`src/rtl/fetch_unit.sv`:
```
// rtl/fetch_unit.sv - IF stage: PC ownership, in-order imem requests, fetch buffer, redirects
// One request in flight at most; DRAIN swallows the response of a request made stale by a redirect.
module fetch_unit #(
   parameter logic [31:0] RESET_PC   = 32'h0000_0000,
   parameter int          IBUF_DEPTH = 2
) (
   input  logic        clk,
   input  logic        reset,
   input  logic        AnyStall,
   input  logic        Jump_IDM1,
   input  logic [25:0] JumpTgt_IDM1,
   input  logic        Redirect_EX,
   input  logic [31:0] RedirectPc_EX,
   output logic        ImemReq,
   output logic [31:0] ImemAddr,
   input  logic        ImemGnt,
   input  logic        ImemRspVal,
   input  logic [31:0] ImemRspData,
   output logic [31:0] Pc_IF,
   output logic [31:0] FetchData_IF,
   output logic        InstrVal_IF
);
   localparam int PW = $clog2(IBUF_DEPTH);
   localparam int CW = PW + 1;
   localparam logic [0:0] ST_RUN   = 1'b0;
   localparam logic [0:0] ST_DRAIN = 1'b1;

   logic [31:0]   fetch_pc_q, fetch_pc_d;
   logic [31:0]   req_pc_q, req_pc_d;
   logic [31:0]   last_pc_q, last_pc_d;
   logic          outstanding_q, outstanding_d;
   logic [0:0]    state_q, state_d;
   logic [PW-1:0] rd_ptr_q, rd_ptr_d, wr_ptr_q, wr_ptr_d;
   logic [CW-1:0] count_q, count_d;
   logic [31:0]   buf_pc_q    [IBUF_DEPTH];
   logic [31:0]   buf_instr_q [IBUF_DEPTH];

   logic          valid, jump, redirect, push, pop, grant, room;
   logic [31:0]   head_pc, target;
   logic [3:0]    jump_region;
   logic [CW-1:0] fill;

   assign valid   = (count_q != '0);
   assign head_pc = buf_pc_q[rd_ptr_q];

   // Region bits come from PC+4, so carry out of bits [27:2] bumps them.
   assign jump_region = head_pc[31:28] + {3'b000, &head_pc[27:2]};
   assign jump     = Jump_IDM1 & valid & ~AnyStall & ~Redirect_EX;
   assign redirect = Redirect_EX | jump;
   assign target   = Redirect_EX ? RedirectPc_EX : {jump_region, JumpTgt_IDM1, 2'b00};

   assign push = ImemRspVal & outstanding_q & (state_q == ST_RUN) & ~redirect;
   assign pop  = valid & ~AnyStall & ~redirect;
   assign fill = count_q + {{PW{1'b0}}, push};
   assign room = (fill < CW'(IBUF_DEPTH));

   assign ImemReq  = ~reset & (state_q == ST_RUN) & ~outstanding_q & room & ~redirect;
   assign ImemAddr = fetch_pc_q;
   assign grant    = ImemReq & ImemGnt;

   assign InstrVal_IF  = valid;
   assign Pc_IF        = valid ? head_pc : last_pc_q;
   assign FetchData_IF = valid ? buf_instr_q[rd_ptr_q] : 32'h0;

   always_comb begin
      fetch_pc_d    = fetch_pc_q;
      req_pc_d      = req_pc_q;
      last_pc_d     = last_pc_q;
      outstanding_d = outstanding_q;
      rd_ptr_d      = rd_ptr_q;
      wr_ptr_d      = wr_ptr_q;
      count_d       = count_q;

      if (redirect)   fetch_pc_d = target;
      else if (grant) fetch_pc_d = fetch_pc_q + 32'd4;

      if (grant) begin
         req_pc_d      = fetch_pc_q;
         outstanding_d = 1'b1;
      end else if (ImemRspVal) begin
         outstanding_d = 1'b0;
      end

      // A taken jump consumes its own word, so it counts as a pop for Pc_IF history.
      if (valid & ~AnyStall & ~Redirect_EX) last_pc_d = head_pc;

      state_d = (outstanding_q & ~ImemRspVal & (redirect | (state_q == ST_DRAIN)))
                ? ST_DRAIN : ST_RUN;

      if (redirect) begin
         rd_ptr_d = '0;
         wr_ptr_d = '0;
         count_d  = '0;
      end else begin
         if (push) wr_ptr_d = wr_ptr_q + 1'b1;
         if (pop)  rd_ptr_d = rd_ptr_q + 1'b1;
         count_d = fill - {{PW{1'b0}}, pop};
      end
   end

   always_ff @(posedge clk) begin
      if (reset) begin
         fetch_pc_q    <= RESET_PC;
         req_pc_q      <= 32'h0;
         last_pc_q     <= 32'h0;
         outstanding_q <= 1'b0;
         state_q       <= ST_RUN;
         rd_ptr_q      <= '0;
         wr_ptr_q      <= '0;
         count_q       <= '0;
      end else begin
         fetch_pc_q    <= fetch_pc_d;
         req_pc_q      <= req_pc_d;
         last_pc_q     <= last_pc_d;
         outstanding_q <= outstanding_d;
         state_q       <= state_d;
         rd_ptr_q      <= rd_ptr_d;
         wr_ptr_q      <= wr_ptr_d;
         count_q       <= count_d;
      end
   end

   always_ff @(posedge clk) begin
      if (push) begin
         buf_pc_q[wr_ptr_q]    <= req_pc_q;
         buf_instr_q[wr_ptr_q] <= ImemRspData;
      end
   end
endmodule
```
`config.mk`:
```
export PLATFORM = sky130hd
export DESIGN_NAME = fetch_unit
export DESIGN_NICKNAME = d
export VERILOG_FILES = /design/src/rtl/fetch_unit.sv
export SDC_FILE = /design/constraint.sdc
export NUM_CORES = 1
export LEC_CHECK = 0
export CELL_PAD_IN_SITES_DETAIL_PLACEMENT = 1
export CELL_PAD_IN_SITES_GLOBAL_PLACEMENT = 1
export CORE_ASPECT_RATIO = 2
export CORE_MARGIN = 2
export CORE_UTILIZATION = 45
export DETAILED_ROUTE_END_ITERATION = 12
export DONT_BUFFER_PORTS = 1
export PLACE_DENSITY = 0.82
export SLEW_MARGIN = 30
export SYNTH_ARGS = -nofsm -noshare
export SYNTH_HDL_FRONTEND = slang
export SYNTH_SLANG_ARGS = --single-unit
```
`constraint.sdc`:
```
create_clock -name clk -period 6.1 [get_ports clk]
set_input_delay 0.915 -clock clk [delete_from_list [all_inputs] [get_ports clk]]
set_output_delay 0.915 -clock clk [all_outputs]
set_load 0.02 [all_outputs]
```
==> flow_summary_export.csv, run 1 <==
group,metric,value,unit
yosys,synth_warnings,0,
run,drv_cap,0,
detailed_routing,vias,6584,
hold_path,hold_class,"reg -> reg",
worst_setup_path,rr_endpoint,"ImemAddr[21]$_SDFFE_PP0P_",
floorplanning,die-height,211,microns
floorplanning,core,21000,sq um
yosys,ys_seq_area_share,61.1,%
yosys,synth.avg_cell_area,11.1,sq um
sta,max_freq,254,MHz
clocking,cts_tree,"done",
clocking,cts-root-buf,"clkbuf_16",
worst_setup_path,crit_arrival,3020,ps
sta,layout_setup_ws,2160,ps
clocking,clock_path_buffers,3,
worst_setup_path,worstSetupEndpoint,"ImemReq",
power,report.power.total,3.12,mW
floorplanning,die_w,108,microns
worst_setup_path,path_class,"reg -> out",
layout,synthToLayoutAreaGrowth,9.64,%
yosys,synth.distinct_cells,51,
layout,final_nets,949,
detailed_routing,via_per_inst,5.83,
clocking,cts_setup_buffers,0,
worst_setup_path,worstSetupEndpointType,"primary output",
layout,n_antenna_cell,0,
sta,fin_skew,13.1,ps
worst_setup_path,ff2ff_path_depth,10,
clocking,worst_skew_pair.late_latency,500,ps
sta,worst_pin_slew,936,ps
sta,setup_violations,0,
clocking,clkTransAtPathRegs,70,ps
sta,slew_headroom,37.3,%
detailed_routing,drtPass1Iterations,4,
place,gp_congestion,0.847,
place,pre_cts_slack,2180,ps
power,ir_drop,0.219,mV
sta,finalCritPeriodShare,64.5,%
yosys,synth_edf_count,128,
worst_setup_path,required,5180,ps
clocking,cts-resized-gates,0,
global_route,grt_use_total,20.5,%
worst_setup_path,worst_setup_path_start_kind,"flip-flop",
yosys,syn_area,9670,sq um
sta,finalHoldViolCount,0,
sta,slew_viol_final,0,
yosys,syn_nets,975,
yosys,synthesis.instances,873,
floorplanning,initial_core_util,46.0,%
detailed_routing,wire_per_inst,21.1,microns
hold_path,hold_path_depth,0,
place,port_buffers,0,
worst_setup_path,cp_max_fo,30,
clocking,h-tree-depth,1,
yosys,ys.flop_type,"edfxtp_1",
worst_setup_path,r2r_start,"count_q[1]$_SDFF_PP0_",
power,p_leak,3.21,nW
global_route,grt_first_pass_wirelength,36200,microns
global_route,first_global_vias,6777,
place,hpwl,16900,microns
floorplanning,die-area,22800,sq um
yosys,async_flop_share,0,%
clocking,cts_hold_buf,0,
detailed_routing,wirelength,23800,microns
clocking,cts_sinks,231,
run_status,status,"finished, final reports clean",
worst_setup_path,rrSetupSlack,2590,ps
sta,grt_setup_unrepaired,"false",
sta,tns,0,ps
worst_setup_path,worstSetupStartpoint,"count_q[1]$_SDFF_PP0_",
floorplanning,io_pins,195,
detailed_routing,drc,0,
sta,min_period,3940,ps
clocking,cts_buffers,21,
yosys,ys_seq_elements,231,
global_route,antenna_found_initial,0,
global_route,grt_max_degree,100,
floorplanning,placementRows,75,
global_route,grt-ovfl-total,0,
layout,drive_above_1_share,7.55,%
detailed_routing,final_antenna_net_count,0,
power,p_per_area,294,nW/um^2
detailed_routing,drt-initial-drc-count,158,
[layout make-up]
type / instances / area (sq um)
Fill cell: 2227 / 10400
Sequential cell: 231 / 5910
Multi-Input combinational cell: 575 / 3550
Clock buffer: 25 / 562
Tap cell: 269 / 337
Clock inverter: 12 / 126
Timing Repair Buffer: 10 / 95.1
Inverter: 8 / 30.0
[cells by family after synthesis]
group,count (synthesis),share of synthesized area [%]
multiplexers,67,6.98
AND/OR/NAND/NOR,305,15.0
flip-flops,231,61.1
buffers and inverters,67,2.66
XOR/XNOR,23,2.28
AO/OA/AOI/OAI,175,11.4
adder cells (fa/ha/maj),5,0.647
[synthesized netlist by cell type (7+ instances only)]
library cell,n,area (sq um)
nand2_1,91,342
nor3_1,12,60.1
buf_1,9,33.8
mux2i_1,63,631
nand3_1,14,70.1
a22oi_1,13,97.6
nand3b_1,7,52.6
a211oi_1,42,315
o22ai_1,10,62.6
nor2_1,117,439
inv_1,8,30.0
nor2b_1,9,56.3
and4_1,8,70.1
a31oi_1,9,56.3
nor4_1,8,50.1
a21oi_1,78,390
clkbuf_1,45,169
dfxtp_1,103,2060
o21ai_0,7,35.0
edfxtp_1,128,3840
xnor2_1,18,158
nand4_1,19,119
[flip-flops by register name (all words and copies together) (netlist names), named ones only]
signal and cells:
ImemAddr 32, state_q 1, wr_ptr_q 1, outstanding_q 1, buf_pc_q 64, req_pc_q 32
count_q 2, buf_instr_q 64, last_pc_q 32, rd_ptr_q 1
[how the worst min path moves through the flow]
| stage | start | to | slack (ps) |
|---|---|---|---|
| 2_1_floorplan | req_pc_q[0]$_SDFFE_PP0P_ | buf_pc_q[0][0]$_DFFE_PP_ | 430 |
| 3_3_place_gp | req_pc_q[28]$_SDFFE_PP0P_ | buf_pc_q[0][28]$_DFFE_PP_ | 430 |
| 3_5_place_dp | req_pc_q[0]$_SDFFE_PP0P_ | buf_pc_q[0][0]$_DFFE_PP_ | 440 |
| 4_1_cts | req_pc_q[22]$_SDFFE_PP0P_ | buf_pc_q[0][22]$_DFFE_PP_ | 440 |
| 5_1_grt | req_pc_q[22]$_SDFFE_PP0P_ | buf_pc_q[1][22]$_DFFE_PP_ | 470 |
| 6_report | req_pc_q[22]$_SDFFE_PP0P_ | buf_pc_q[1][22]$_DFFE_PP_ | 440 |
[metrics by stage]
stage | util [%] | hold WS [ps] | cell area [sq um] | std cells
after detailed placement | 47.0 | 439 | 9890 | 1092
after global placement | 47.0 | 431 | 9890 | 1092
after floorplan | - | 425 | 9670 | 873
after global routing | 50.5 | 466 | 10600 | 1130
after CTS | 50.3 | 442 | 10600 | 1129
final | 50.5 | 441 | 10600 | 1130
[where the power goes]
part,total [mW],leakage [nW],internal [mW],switching [mW]
registers,1.71,2.03,1.66,0.0504
clock network,1.32,0.325,0.749,0.573
logic,0.0903,0.856,0.0354,0.0548
[per-layer routing]
layer / vias up / wire, microns / GRT usage, %
met3: 64 / 1320 / 3.42
li1: 3147 / - / -
met1: 3155 / 8120 / 20.3
met4: 0 / 1290 / 11.3
met2: 218 / 13100 / 39.0
met5: - / 0 / 0
[worst max-delay path, stage by stage (launching register included)]
cell and delay, ps:
dfxtp_1 400, o21ba_2 260, a21oi_2 130, buf_4 320, and4_1 320, ha_1 270, xnor2_4 220, nor4b_2 600
[cells in the final DEF, fill, tap and decap left out, types with 2 or more instances in the layout]
cell type and count:
clkbuf_16 22, buf_4 9, ha_1 5, or4_1 3, a211oi_1 42, mux2_2 3
a21oi_1 77, clkinvlp_4 3, o21bai_1 2, xnor2_1 18, xor2_1 4, clkbuf_1 3
nor4_1 8, edfxtp_1 128, a31oi_1 9, nor2_2 2, nand2_1 91, nand3_1 14
o21ai_0 7, nand4_1 19, dfxtp_1 102, a22oi_1 13, nor2_1 114, nand3b_1 7
inv_1 7, a22o_1 2, clkinv_1 2, mux2i_1 63, and4_1 8, nor2b_1 8
o22ai_1 10, clkinv_2 3, o31a_1 5, and3_1 5, bufinv_16 2, nor3_1 11
Power figures use the tool's default switching activity.
==> run 2, diff against run 1 <==
PLACE_DENSITY = 0.85   (was 0.82)
clock period = 3.5 ns   (was 6.1 ns; I/O delays follow)
==> run 2 against run 1 <==
Against the previous run:
- total power grew 72%
- design area grew 1.3%
- register-to-register slack lost 2000 ps
- final cell count grew 1.9%
- non-clock buffer count grew 22
- die area is the same
- first-iteration DRC count grew 33%
- sequential power grew 74%
- critical path type unchanged
- critical endpoint unchanged
==> flow_summary_export.csv, run 2 (synthesized netlist as in run 1, its figures left out) <==
group,metric,value,unit
sta,layout_setup_ws,188,ps
clocking,cts-root-buf,"clkbuf_16",
clocking,worst_skew_pair.late_latency,510,ps
sta,finalHoldViolCount,0,
detailed_routing,vias,6747,
hold_path,hold_class,"in -> reg",
sta,tns,0,ps
power,ir_drop,0.437,mV
power,p_leak,3.32,nW
worst_setup_path,worstSetupStartpoint,"count_q[1]$_SDFF_PP0_",
clocking,cts_hold_buf,0,
floorplanning,initial_core_util,46.0,%
detailed_routing,via_per_inst,5.86,
detailed_routing,final_antenna_net_count,0,
clocking,cts_setup_buffers,0,
worst_setup_path,worst_setup_path_start_kind,"flip-flop",
hold_path,whs_endpoint,"ImemAddr[13]$_SDFFE_PP0P_",
layout,synthToLayoutAreaGrowth,11.1,%
layout,fillers,2283,
worst_setup_path,required,2970,ps
clocking,h-tree-depth,1,
layout,final_nets,970,
sta,slew_viol_final,0,
power,p_per_area,499,nW/um^2
clocking,cts_tree,"done",
global_route,grt_max_degree,100,
floorplanning,die-area,22800,sq um
place,port_buffers,0,
floorplanning,die_w,108,microns
global_route,first_global_vias,7028,
global_route,grt_use_total,21.4,%
place,pre_cts_slack,483,ps
global_route,grt-ovfl-total,0,
layout,drive_above_1_share,9.64,%
worst_setup_path,crit_arrival,2790,ps
detailed_routing,drc,0,
clocking,clock_path_buffers,3,
clocking,clkTransAtPathRegs,60,ps
worst_setup_path,ff2ff_path_depth,9,
floorplanning,core,21000,sq um
floorplanning,die-height,211,microns
detailed_routing,drt-initial-drc-count,210,
place,gp_congestion,0.839,
sta,setup_violations,0,
sta,slew_headroom,49.0,%
sta,max_freq,302,MHz
worst_setup_path,rrSetupSlack,550,ps
layout,final_common_cell,"edfxtp_1",
detailed_routing,wirelength,24400,microns
run_status,status,"finished, final reports clean",
sta,finalCritPeriodShare,94.6,%
floorplanning,io_pins,195,
place,hpwl,18100,microns
layout,layout_common_cells,"edfxtp_1, nor2_1, dfxtp_1",
clocking,cts_buffers,20,
sta,min_period,3310,ps
layout,n_antenna_cell,0,
global_route,grt_first_pass_wirelength,37800,microns
worst_setup_path,rr_endpoint,"req_pc_q[26]$_SDFFE_PP0P_",
floorplanning,placementRows,75,
global_route,antenna_found_initial,0,
sta,worst_pin_slew,762,ps
worst_setup_path,path_class,"reg -> out",
layout,reg_top3,"buf_instr_q: 64 flops, buf_pc_q: 64 flops",
worst_setup_path,worstSetupEndpointType,"primary output",
run,drv_cap,0,
sta,fin_skew,7.02,ps
clocking,cts-resized-gates,0,
worst_setup_path,r2r_start,"count_q[1]$_SDFF_PP0_",
detailed_routing,drtPass1Iterations,4,
detailed_routing,wire_per_inst,21.2,microns
hold_path,min_from,"reset",
clocking,cts_sinks,231,
power,report.power.total,5.36,mW
sta,grt_setup_unrepaired,"false",
layout,post-route-util,51.1,%
hold_path,hold_path_depth,1,
worst_setup_path,cp_max_fo,8,
==> run 2: cell types whose count changed in the layout (fill, tap and decap cells not counted), sizes merged <==
cell      previous run  this run
clkinvlp             4         1
clkinv               6         8
buf                 10        32
==> run 2: worst max-delay path by stage <==
| stage | to | cells after the start |
|---|---|---|
| final | ImemReq | 7 |
| after global routing | ImemReq | 7 |
| after CTS | ImemReq | 7 |
| after detailed placement | req_pc_q[26]$_SDFFE_PP0P_ | 9 |
| after global placement | req_pc_q[26]$_SDFFE_PP0P_ | 9 |
| after floorplan | buf_instr_q[0][0]$_DFFE_PP_ | 4 |
==> run 2: per-layer routing <==
metal  vias to the layer above  track usage (%)  wire length [microns]
li1                       3185                -                      -
met2                       214             40.8                  13400
met3                        63             4.16                   1440
met4                         0             11.8                   1350
met5                         -                0                      0
met1                      3285             20.9                   8210
==> run 2: cell type report <==
cell class / count / area, sq um / share of cell area, %
clock inverters: 11 / 109 / 1.01
multi-input cells: 575 / 3550 / 33.1
inverters: 8 / 30.0 / 0.280
repair buffers: 32 / 265 / 2.47
clock buffers: 25 / 541 / 5.03
flip-flops and latches: 231 / 5910 / 55.0
well taps: 269 / 337 / 3.13
==> run 2: power by group <==
group / total (mW) / internal, mW / switching, mW
logic: 0.167 / 0.0669 / 0.100
registers: 2.98 / 2.89 / 0.0860
clock network: 2.21 / 1.25 / 0.961
total: 5.36 / 4.21 / 1.15
==> run 2: critical path, cell delays in order (launching register included) <==
cell and delay [ps]:
dfxtp_1 490, o21ba_2 230, a21oi_2 70, and4_1 250, ha_1 260, xnor2_4 370
nor4b_2 400, buf_4 210
==> run 2: per-stage QoR <==
stage,instance area [sq um],hold slack [ps],std cells
final,10700,83.9,1151
after global routing,10700,71.1,1151
after CTS,10700,66.6,1151
after detailed placement,10100,444,1115
after global placement,10100,434,1115
after floorplan,9680,425,873
